--- src/rtl/md_pkg.sv ---
`default_nettype none
// ============================================================================
// Module   : md_pkg
// Brief    : Shared encodings and constants for the iterative mul/div unit.
// Revision : 1.0 - initial release
// ============================================================================
package md_pkg;

  // Datapath width and number of radix-2 iterations per operation
  localparam int WIDTH = 32;
  localparam int ITER  = 32;

  // MD_ctr operation encodings (11x is reserved and ignored)
  localparam logic [2:0] MD_MULT  = 3'b000;
  localparam logic [2:0] MD_MULTU = 3'b001;
  localparam logic [2:0] MD_DIV   = 3'b010;
  localparam logic [2:0] MD_DIVU  = 3'b011;
  localparam logic [2:0] MD_MTHI  = 3'b100;
  localparam logic [2:0] MD_MTLO  = 3'b101;

  // Sequencer state encoding
  typedef enum logic [1:0] {
    ST_IDLE = 2'd0,
    ST_CALC = 2'd1,
    ST_FIX  = 2'd2
  } md_state_e;

endpackage
`default_nettype wire

--- src/rtl/md_iter_step.sv ---
`default_nettype none
// ============================================================================
// Module   : md_iter_step
// Brief    : One combinational radix-2 iteration shared by multiply
//            (shift-add, right shift) and divide (restoring, left shift).
//            Accumulator layout: upper half = partial product / remainder,
//            lower half = multiplier bits / dividend-then-quotient bits.
// Revision : 1.0 - initial release
// ============================================================================
module md_iter_step #(
  parameter int W = 32
) (
  input  logic [2*W-1:0] acc_i,
  input  logic [W-1:0]   opnd_i,
  input  logic           is_div_i,
  output logic [2*W-1:0] acc_o
);

  logic [W:0]   mul_sum;   // partial product plus optional multiplicand, with carry
  logic [W:0]   rem_sh;    // remainder after shifting in the next dividend bit
  logic [W-1:0] rem_sub;   // trial remainder, valid only when rem_sh >= divisor
  logic         rem_ge;

  // Single iteration: add-then-shift-right for multiply, shift-then-subtract for divide
  always_comb begin
    mul_sum = {1'b0, acc_i[2*W-1:W]} + (acc_i[0] ? {1'b0, opnd_i} : {(W+1){1'b0}});
    rem_sh  = acc_i[2*W-1:W-1];
    rem_ge  = (rem_sh >= {1'b0, opnd_i});
    rem_sub = rem_sh[W-1:0] - opnd_i;
    if (is_div_i) begin
      if (rem_ge) begin
        acc_o = {rem_sub, acc_i[W-2:0], 1'b1};
      end else begin
        acc_o = {rem_sh[W-1:0], acc_i[W-2:0], 1'b0};
      end
    end else begin
      acc_o = {mul_sum[W:1], mul_sum[0], acc_i[W-1:1]};
    end
  end

endmodule
`default_nettype wire

--- src/rtl/md_iter_unit.sv ---
`default_nettype none
// ============================================================================
// Module   : md_iter_unit
// Brief    : Iterative multiply/divide responder with architectural HI/LO.
//            32 CALC cycles plus one FIX cycle for sign correction; Busy is
//            decoded from the registered state. mthi/mtlo write in one cycle.
// Revision : 1.0 - initial release
// ============================================================================
module md_iter_unit #(
  parameter int WIDTH = md_pkg::WIDTH,
  parameter int CNT_W = 6
) (
  input  logic             clk,
  input  logic             reset,
  input  logic             Start,
  input  logic [2:0]       MD_ctr,
  input  logic [WIDTH-1:0] RD1,
  input  logic [WIDTH-1:0] RD2,
  output logic             Busy,
  output logic [WIDTH-1:0] HIO,
  output logic [WIDTH-1:0] LOO
);

  import md_pkg::*;

  localparam logic [CNT_W-1:0] LAST_CNT = CNT_W'(ITER - 1);

  md_state_e          state_q;
  logic [CNT_W-1:0]   cnt_q;
  logic [2*WIDTH-1:0] acc_q;
  logic [2*WIDTH-1:0] acc_d;
  logic [WIDTH-1:0]   opnd_q;
  logic [WIDTH-1:0]   hi_q;
  logic [WIDTH-1:0]   lo_q;
  logic               is_div_q;
  logic               sign_a_q;   // dividend/multiplicand was negative (signed ops only)
  logic               sign_b_q;   // divisor/multiplier was negative (signed ops only)

  logic               op_arith;
  logic               op_signed;
  logic [WIDTH-1:0]   a_mag;
  logic [WIDTH-1:0]   b_mag;
  logic               neg_res;
  logic [2*WIDTH-1:0] prod_fix;
  logic [WIDTH-1:0]   quo_fix;
  logic [WIDTH-1:0]   rem_fix;

  md_iter_step #(
    .W (WIDTH)
  ) u_step (
    .acc_i    (acc_q),
    .opnd_i   (opnd_q),
    .is_div_i (is_div_q),
    .acc_o    (acc_d)
  );

  // Operand magnitudes for launch and sign-corrected results for the FIX edge
  always_comb begin
    op_arith  = (MD_ctr == MD_MULT) || (MD_ctr == MD_MULTU) ||
                (MD_ctr == MD_DIV)  || (MD_ctr == MD_DIVU);
    op_signed = (MD_ctr == MD_MULT) || (MD_ctr == MD_DIV);
    a_mag     = (op_signed && RD1[WIDTH-1]) ? (-RD1) : RD1;
    b_mag     = (op_signed && RD2[WIDTH-1]) ? (-RD2) : RD2;
    neg_res   = sign_a_q ^ sign_b_q;
    prod_fix  = neg_res ? (-acc_q) : acc_q;
    quo_fix   = neg_res ? (-acc_q[WIDTH-1:0]) : acc_q[WIDTH-1:0];
    rem_fix   = sign_a_q ? (-acc_q[2*WIDTH-1:WIDTH]) : acc_q[2*WIDTH-1:WIDTH];
  end

  // Sequencer: launch in IDLE, iterate in CALC, sign-correct and write back in FIX
  always_ff @(posedge clk or negedge reset) begin
    if (!reset) begin
      state_q  <= ST_IDLE;
      cnt_q    <= '0;
      acc_q    <= '0;
      opnd_q   <= '0;
      hi_q     <= '0;
      lo_q     <= '0;
      is_div_q <= 1'b0;
      sign_a_q <= 1'b0;
      sign_b_q <= 1'b0;
    end else begin
      case (state_q)
        ST_IDLE: begin
          if (Start) begin
            if (op_arith) begin
              // Both ops start with the rs magnitude in the low half and rt as the operand
              acc_q    <= {{WIDTH{1'b0}}, a_mag};
              opnd_q   <= b_mag;
              is_div_q <= MD_ctr[1];
              sign_a_q <= op_signed & RD1[WIDTH-1];
              sign_b_q <= op_signed & RD2[WIDTH-1];
              cnt_q    <= '0;
              state_q  <= ST_CALC;
            end else if (MD_ctr == MD_MTHI) begin
              hi_q <= RD1;
            end else if (MD_ctr == MD_MTLO) begin
              lo_q <= RD1;
            end
          end
        end
        ST_CALC: begin
          acc_q <= acc_d;
          cnt_q <= cnt_q + 1'b1;
          if (cnt_q == LAST_CNT) begin
            state_q <= ST_FIX;
          end
        end
        ST_FIX: begin
          if (!is_div_q) begin
            {hi_q, lo_q} <= prod_fix;
          end else if (opnd_q != '0) begin
            // Divide by zero leaves HI/LO untouched
            lo_q <= quo_fix;
            hi_q <= rem_fix;
          end
          cnt_q   <= '0;
          state_q <= ST_IDLE;
        end
        default: begin
          state_q <= ST_IDLE;
        end
      endcase
    end
  end

  assign Busy = (state_q != ST_IDLE);
  assign HIO  = hi_q;
  assign LOO  = lo_q;

endmodule
`default_nettype wire

--- config.mk ---
export PLATFORM = sky130hd
export DESIGN_NAME = md_iter_unit
export DESIGN_NICKNAME = d
export VERILOG_FILES = /design/src/rtl/md_pkg.sv /design/src/rtl/md_iter_step.sv /design/src/rtl/md_iter_unit.sv
export SDC_FILE = /design/constraint.sdc
export NUM_CORES = 1
export LEC_CHECK = 0
export BUFFER_PORTS_ARGS = -buffer_cell sky130_fd_sc_hd__buf_2
export CAP_MARGIN = 20
export CORE_UTILIZATION = 35
export DETAILED_ROUTE_END_ITERATION = 8
export PLACE_DENSITY = 0.56
export SLEW_MARGIN = 25
export SYNTH_ARGS = -nofsm -noshare
export SYNTH_HDL_FRONTEND = slang
export SYNTH_HIERARCHICAL = 1
export SYNTH_SLANG_ARGS = --single-unit
--- constraint.sdc ---
create_clock -name clk -period 7.8 [get_ports clk]
set_input_delay 0.39 -clock clk [delete_from_list [all_inputs] [get_ports clk]]
set_output_delay 0.39 -clock clk [all_outputs]
set_load 0.05 [all_outputs]
Word level (Yosys, flattened, before mapping)
Cells that the tools add are included.

cells by class
  add/sub/neg operators = 8
  $lt $le $gt $ge = 1
  equality and inequality tests = 16
  multiplexer cells = 31
  bitwise gates (word level) = 3
  reduce and logical (&&, ||, !) cells = 19

operators by type and width
  cell                   number
  $mux W32               16
  $mux W64               5
  $neg A32 Y32           4
  $pmux W32 S2           2
  $pmux W64 S2           1
  $neg A64 Y64           1
  $add A32 B33 Y33       1
  $ge A33 B32 Y1         1
  $reduce_bool A32 Y1    1
  $sub A32 B32 Y32       1
  $pmux W6 S3            1
  $ne A2 B2 Y1 const B   7
  $mux W6                2
  $reduce_and A3 Y1      4
  $add A6 B1 Y6 const B  1
  $eq A3 B2 Y1 const B   2
  $eq A3 B3 Y1 const B   2
  $eq A6 B5 Y1 const B   1
  $mux W2                3
  $reduce_and A6 Y1      1
  $reduce_bool A2 Y1     3
  $reduce_and A5 Y1      1
  $logic_or A1 B1 Y1     4
  $pmux W2 S2            1
  other kinds (10)       12

storage, ports and cells
  register bits after elaboration = 171
  bits of input ports = 70
  output and inout port bits = 65
  logic and storage cells = 87

Longest topological paths before layout
  word-level depth = 7
  mapped depth = 17

By module
Netlist, hierarchy kept.

modules (own cells, without submodules)
  module        instances  cells each  area an instance (um2)  seq. area each (um2)
  md_iter_unit  1          1,253       10,380.0                4,279.1
  md_iter_step  1          689         4,667.0                 0.0

Least setup slack after synthesis
Ideal clock, no wire load.

  path kind = register to register
  from = register acc_q[0]
  to = register acc_q[61]
  setup time = 0.117 ns
  data arrival time = 3.068 ns
  data required time = 7.683 ns
  slack = 4.615 ns
  stages on the path, launching flop included = 16
  cells stage by stage = dfrtp_1 clkbuf_1 and2_1 ha_1 fa_1 a21oi_1 o211ai_1 nand3b_1 a21oi_1 nor3_1 a21oi_1 o41ai_1 xor2_1 mux2i_1 nand3_1 nand2_1

between the ends
  cells in the longest elaborated chain, start to end = 4

RTL lines
  element                   line                RTL
  start: declaration        md_iter_unit.sv:30  logic [2*WIDTH-1:0] acc_q;
  start signal: assignment  md_iter_unit.sv:88  acc_q <= {{WIDTH{1'b0}}, a_mag};
  $mux W32                  md_iter_step.sv:26  mul_sum = {1'b0, acc_i[2*W-1:W]} + (acc_i[0] ? {1'b0, opnd_i} : {(W+1){1'b0}});
  $add A32 B33 Y33          md_iter_step.sv:26
  $mux W64                  md_iter_step.sv:30  if (is_div_i) begin
  via acc_d[61]             md_iter_unit.sv:31  logic [2*WIDTH-1:0] acc_d;
  $pmux W64 S2              md_iter_unit.sv:83  case (state_q)

The timed path passes the listed nets, and every way through them passes these cells.
A chain may end at the register's enable or synchronous reset.

Worst setup path after layout
  from = register acc_q[40]
  to = register acc_q[47]

between the ends
  cells in the longest elaborated chain, start to end = 4

RTL lines
  element                                             line                                    RTL
  $sub A32 B32 Y32 or $ge A33 B32 Y1 (tied branches)  md_iter_step.sv:29, md_iter_step.sv:28
  $mux W64                                            md_iter_step.sv:31                      if (rem_ge) begin
  $mux W64 (*)                                        md_iter_step.sv:30
  via acc_d[47]                                       md_iter_unit.sv:31
  $pmux W64 S2 (*)                                    md_iter_unit.sv:83

Mark *: on every way through the listed nets, which the timed path passes. The rest lies on a longest branch.

==> results.md <==
* Crit path buf inv count at 1
* CORE AREA at 42100 sq um
* Synth warnings at 6
* WP data required at 8.16 ns
* Mapped Nets at 2087
* First-pass GRT wire length at 80300 um
* I/O pins at 135
* Main combinational cell family by area after synthesis: compound AO/OA/AOI/OAI gates
* Final Hold Fails at 0
* Slew margin rel. at 0.328
* Final Slew Violations at 0
* Post-synthesis simple-gate area fraction at 0.225
* Share of post-route cells with drive strength above 1 at 0.124
* Via count at 14700
* Final Cell Area at 16700 sq um
* Max-Cap Viols at 0
* Most used DFF post-synth: dfrtp_1
* CTS H-tree lvls at 4
* CTS tree: done
* Arrival time at the worst endpoint at 4.59 ns
* Initial Util at 0.357
* Post-route DRC at 0
* Die extent in y at 209 um
* Post-synth ARST share at 1.00
* Cells after synthesis at 1942
* Die X at 209 um
* Lkg Pwr at 0.00736 uW
* Status: finished, final reports clean
* Vias in the first global route at 13800
* Complex-gate fraction of the synthesized area at 0.248
* # rows at 75
* Hold Crit Class: primary input to flop
* Synth Area in Adders at 0.0634
* Total clock sinks at 171
* Drt pass-1 iters at 6
* Min Tclk post-route at 4.23 ns
* Placement Setup Slack at 3.62 ns
* Critical-path maximum fanout at 47
* Period utilization at 0.542
* Worst path cell trace: ha_1 > nand4_1 > nor2_1 > a21boi_2 > o21ai_1 > o41ai_2 > a21bo_1 > buf_4 > mux2_2 > nand2_1 > o21ai_0 > nand3_1 > nand2_1
* Multi-input logic area at 10100 sq um
* Worst-skew pair later-pin latency at 0.47 ns
* Total CTS buffers at 17
* Detailed Route Iter0 Violations at 1610
* DPL Wire Length at 38500 um
* Number of synthesized flops with an enable pin at 0
* Max Fclk at 0.236 GHz
* Most frequent cells in the layout: 248 x nand2_1, 183 x o21ai_0, 169 x dfrtp_1, 163 x a21oi_1, 150 x nor2_1
* Setup ws final at 3.57 ns
* Syn_area_per_cell at 7.75 sq um
* Distinct cells, synth at 85
* Fill count at 4368
* Ant. Diodes at 0
* Final WL at 51500 um
* Post-synthesis mux area share at 0.0402
* Total global routing overflow at 0
* Crit Path Category: flop to flop
* Mapped cell area at 15000 sq um
* Dpl cells at 2522
* Largest net degree at the start of global routing at 95
* RSZ-0062 raised after global routing: no
* Non-filler instance count after layout at 2555
* WL/cell at 20.2 um
* Die area at 43800 sq um
* Crit-path leading delay family: compound AO/OA/AOI/OAI gates
* Final setup fails at 0
* Placed Instance Area at 16100 sq um
* CTS Buffer Depth at 2
* Final ANT Viol Nets at 0
* Max VDD drop at 0.215 mV
* Clock-pin slew on the worst setup and hold paths at 0.08 ns
* Commonest non-fill, non-tap cell in the layout: nand2_1
* Final Skew at 0.0109 ns
* Layout area overhead at 11.2%
* Number of vias per cell at 5.77
* GRT Total Usage at 0.235
* Nets at 2148
* GPL Wtd Cong at 0.916
* Clock Tree Root: clkbuf_16
* Setup tns final at 0 ns
* Pwr/cell area at 461 nW/um^2
* Slew @ Worst Pin at 1.01 ns
* Xor and xnor area share after synthesis at 0.0908
* Flops & latches, synth at 171
* Most common cell on crit path: nand2_1
* Seq/Total Area, Yosys at 0.284
* Register area at 4280 sq um
* Initial antenna violation count at 1
* Design Power at 7720 uW
* Type of origin of the critical path: flop
* Slowest stage delay, CP at 0.57 ns
* Port bufs at 134
* # resized after CTS at 0
* CP endpoint kind: flop
* Slowest-stage cell, CP: o41ai_2
## per-layer routing
metal | vias to the layer above | wire length, um | part of all wire | GRT usage
met5 | - | 7 | 0.00014 | 0
met3 | 43 | 3640 | 0.071 | 0.0359
li1 | 7129 | - | - | -
met1 | 7030 | 24500 | 0.48 | 0.338
met4 | 2 | 767 | 0.015 | 0.0624
met2 | 527 | 22600 | 0.44 | 0.366
## final timing paths
check                                       from                     end  slack (ns)  cells past startpoint
setup / recovery           acc_q[40]$_DFFE_PN0P_   acc_q[47]$_DFFE_PN0P_        3.57                     13
hold / removal                           RD2[31]  opnd_q[31]$_DFFE_PN0P_        0.18                      3
setup reg to reg           acc_q[40]$_DFFE_PN0P_   acc_q[47]$_DFFE_PN0P_        3.57                     13
hold reg to reg              LOO[22]$_DFFE_PN0P_     LOO[22]$_DFFE_PN0P_        0.47                      1
max in group asynchronous                  reset    is_div_q$_DFFE_PN0P_        5.95                      3
min in group asynchronous                  reset      LOO[0]$_DFFE_PN0P_        0.45                      2
## logic make-up after synthesis
group | after synthesis
simple gates | 702
compound gates | 602
buf+inv | 180
flops | 171
xor+xnor | 156
fa+ha+maj | 75
mux | 56
## cell type report
class,count,share of cell area
clock inverter,15,0.0117
timing repair buffer,148,0.0469
sequential,171,0.256
clock buffer,17,0.0254
tap,539,0.0403
inverter,74,0.0166
multi-input combinational,1591,0.603
## synthesized netlist by cell type, types with 8 or more instances
| cell type | number | share of area |
|---|---|---|
| xnor2_1 | 77 | 0.045 |
| nand4_1 | 16 | 0.0067 |
| nand2b_1 | 12 | 0.0050 |
| nor2b_1 | 11 | 0.0046 |
| o21ai_0 | 184 | 0.061 |
| clkbuf_1 | 85 | 0.021 |
| nor3b_1 | 10 | 0.0050 |
| nand2_1 | 248 | 0.062 |
| a21boi_0 | 9 | 0.0045 |
| ha_1 | 73 | 0.061 |
| and2_1 | 41 | 0.017 |
| mux2i_1 | 21 | 0.014 |
| a21o_1 | 43 | 0.021 |
| and3_1 | 10 | 0.0042 |
| nor2_1 | 150 | 0.037 |
| a31oi_1 | 22 | 0.0091 |
| a211oi_1 | 33 | 0.016 |
| dfrtp_1 | 171 | 0.28 |
| o211ai_1 | 20 | 0.010 |
| or3_1 | 14 | 0.0058 |
| o31ai_1 | 23 | 0.011 |
| mux2_2 | 35 | 0.026 |
| or4_1 | 11 | 0.0055 |
| nor3_1 | 42 | 0.014 |
| o41ai_1 | 17 | 0.0099 |
| o22ai_1 | 13 | 0.0054 |
| xor2_1 | 79 | 0.046 |
| nor4_1 | 30 | 0.012 |
| buf_1 | 8 | 0.0020 |
| o21ai_1 | 8 | 0.0027 |
| a21oi_1 | 163 | 0.054 |
| nand3_1 | 63 | 0.021 |
| o21a_1 | 18 | 0.0090 |
| inv_1 | 74 | 0.018 |
## where the power goes
part           switching (uW)  internal, uW
sequential                677          1280
clock                     440           463
combinational            3120          1750
## timing repair
item                                   in CTS  in global routing
buffers inserted                            0                  0
endpoints found under the hold margin      53                  0
hold buffers                                1                  0
## through the flow
stage	hold slack (ns)	util
CTS	0.166	0.397
detailed placement	0.398	0.382
finish	0.183	0.397
floorplan	0.0944	-
global placement	0.397	0.382
global route	0.221	0.397
## flip-flops by register name, summed over array words and instances, names as in the netlist
register  count
HIO          32
LOO          32
acc_q        64
cnt_q         6
is_div_q      1
opnd_q       32
sign_a_q      1
sign_b_q      1
state_q       2
## worst min-delay path: stages
cell and delay [ns]:
buf_2 0.11, nand2_1 0.05, o21ai_0 0.06
Note: power is estimated with default switching activity, not from simulation.
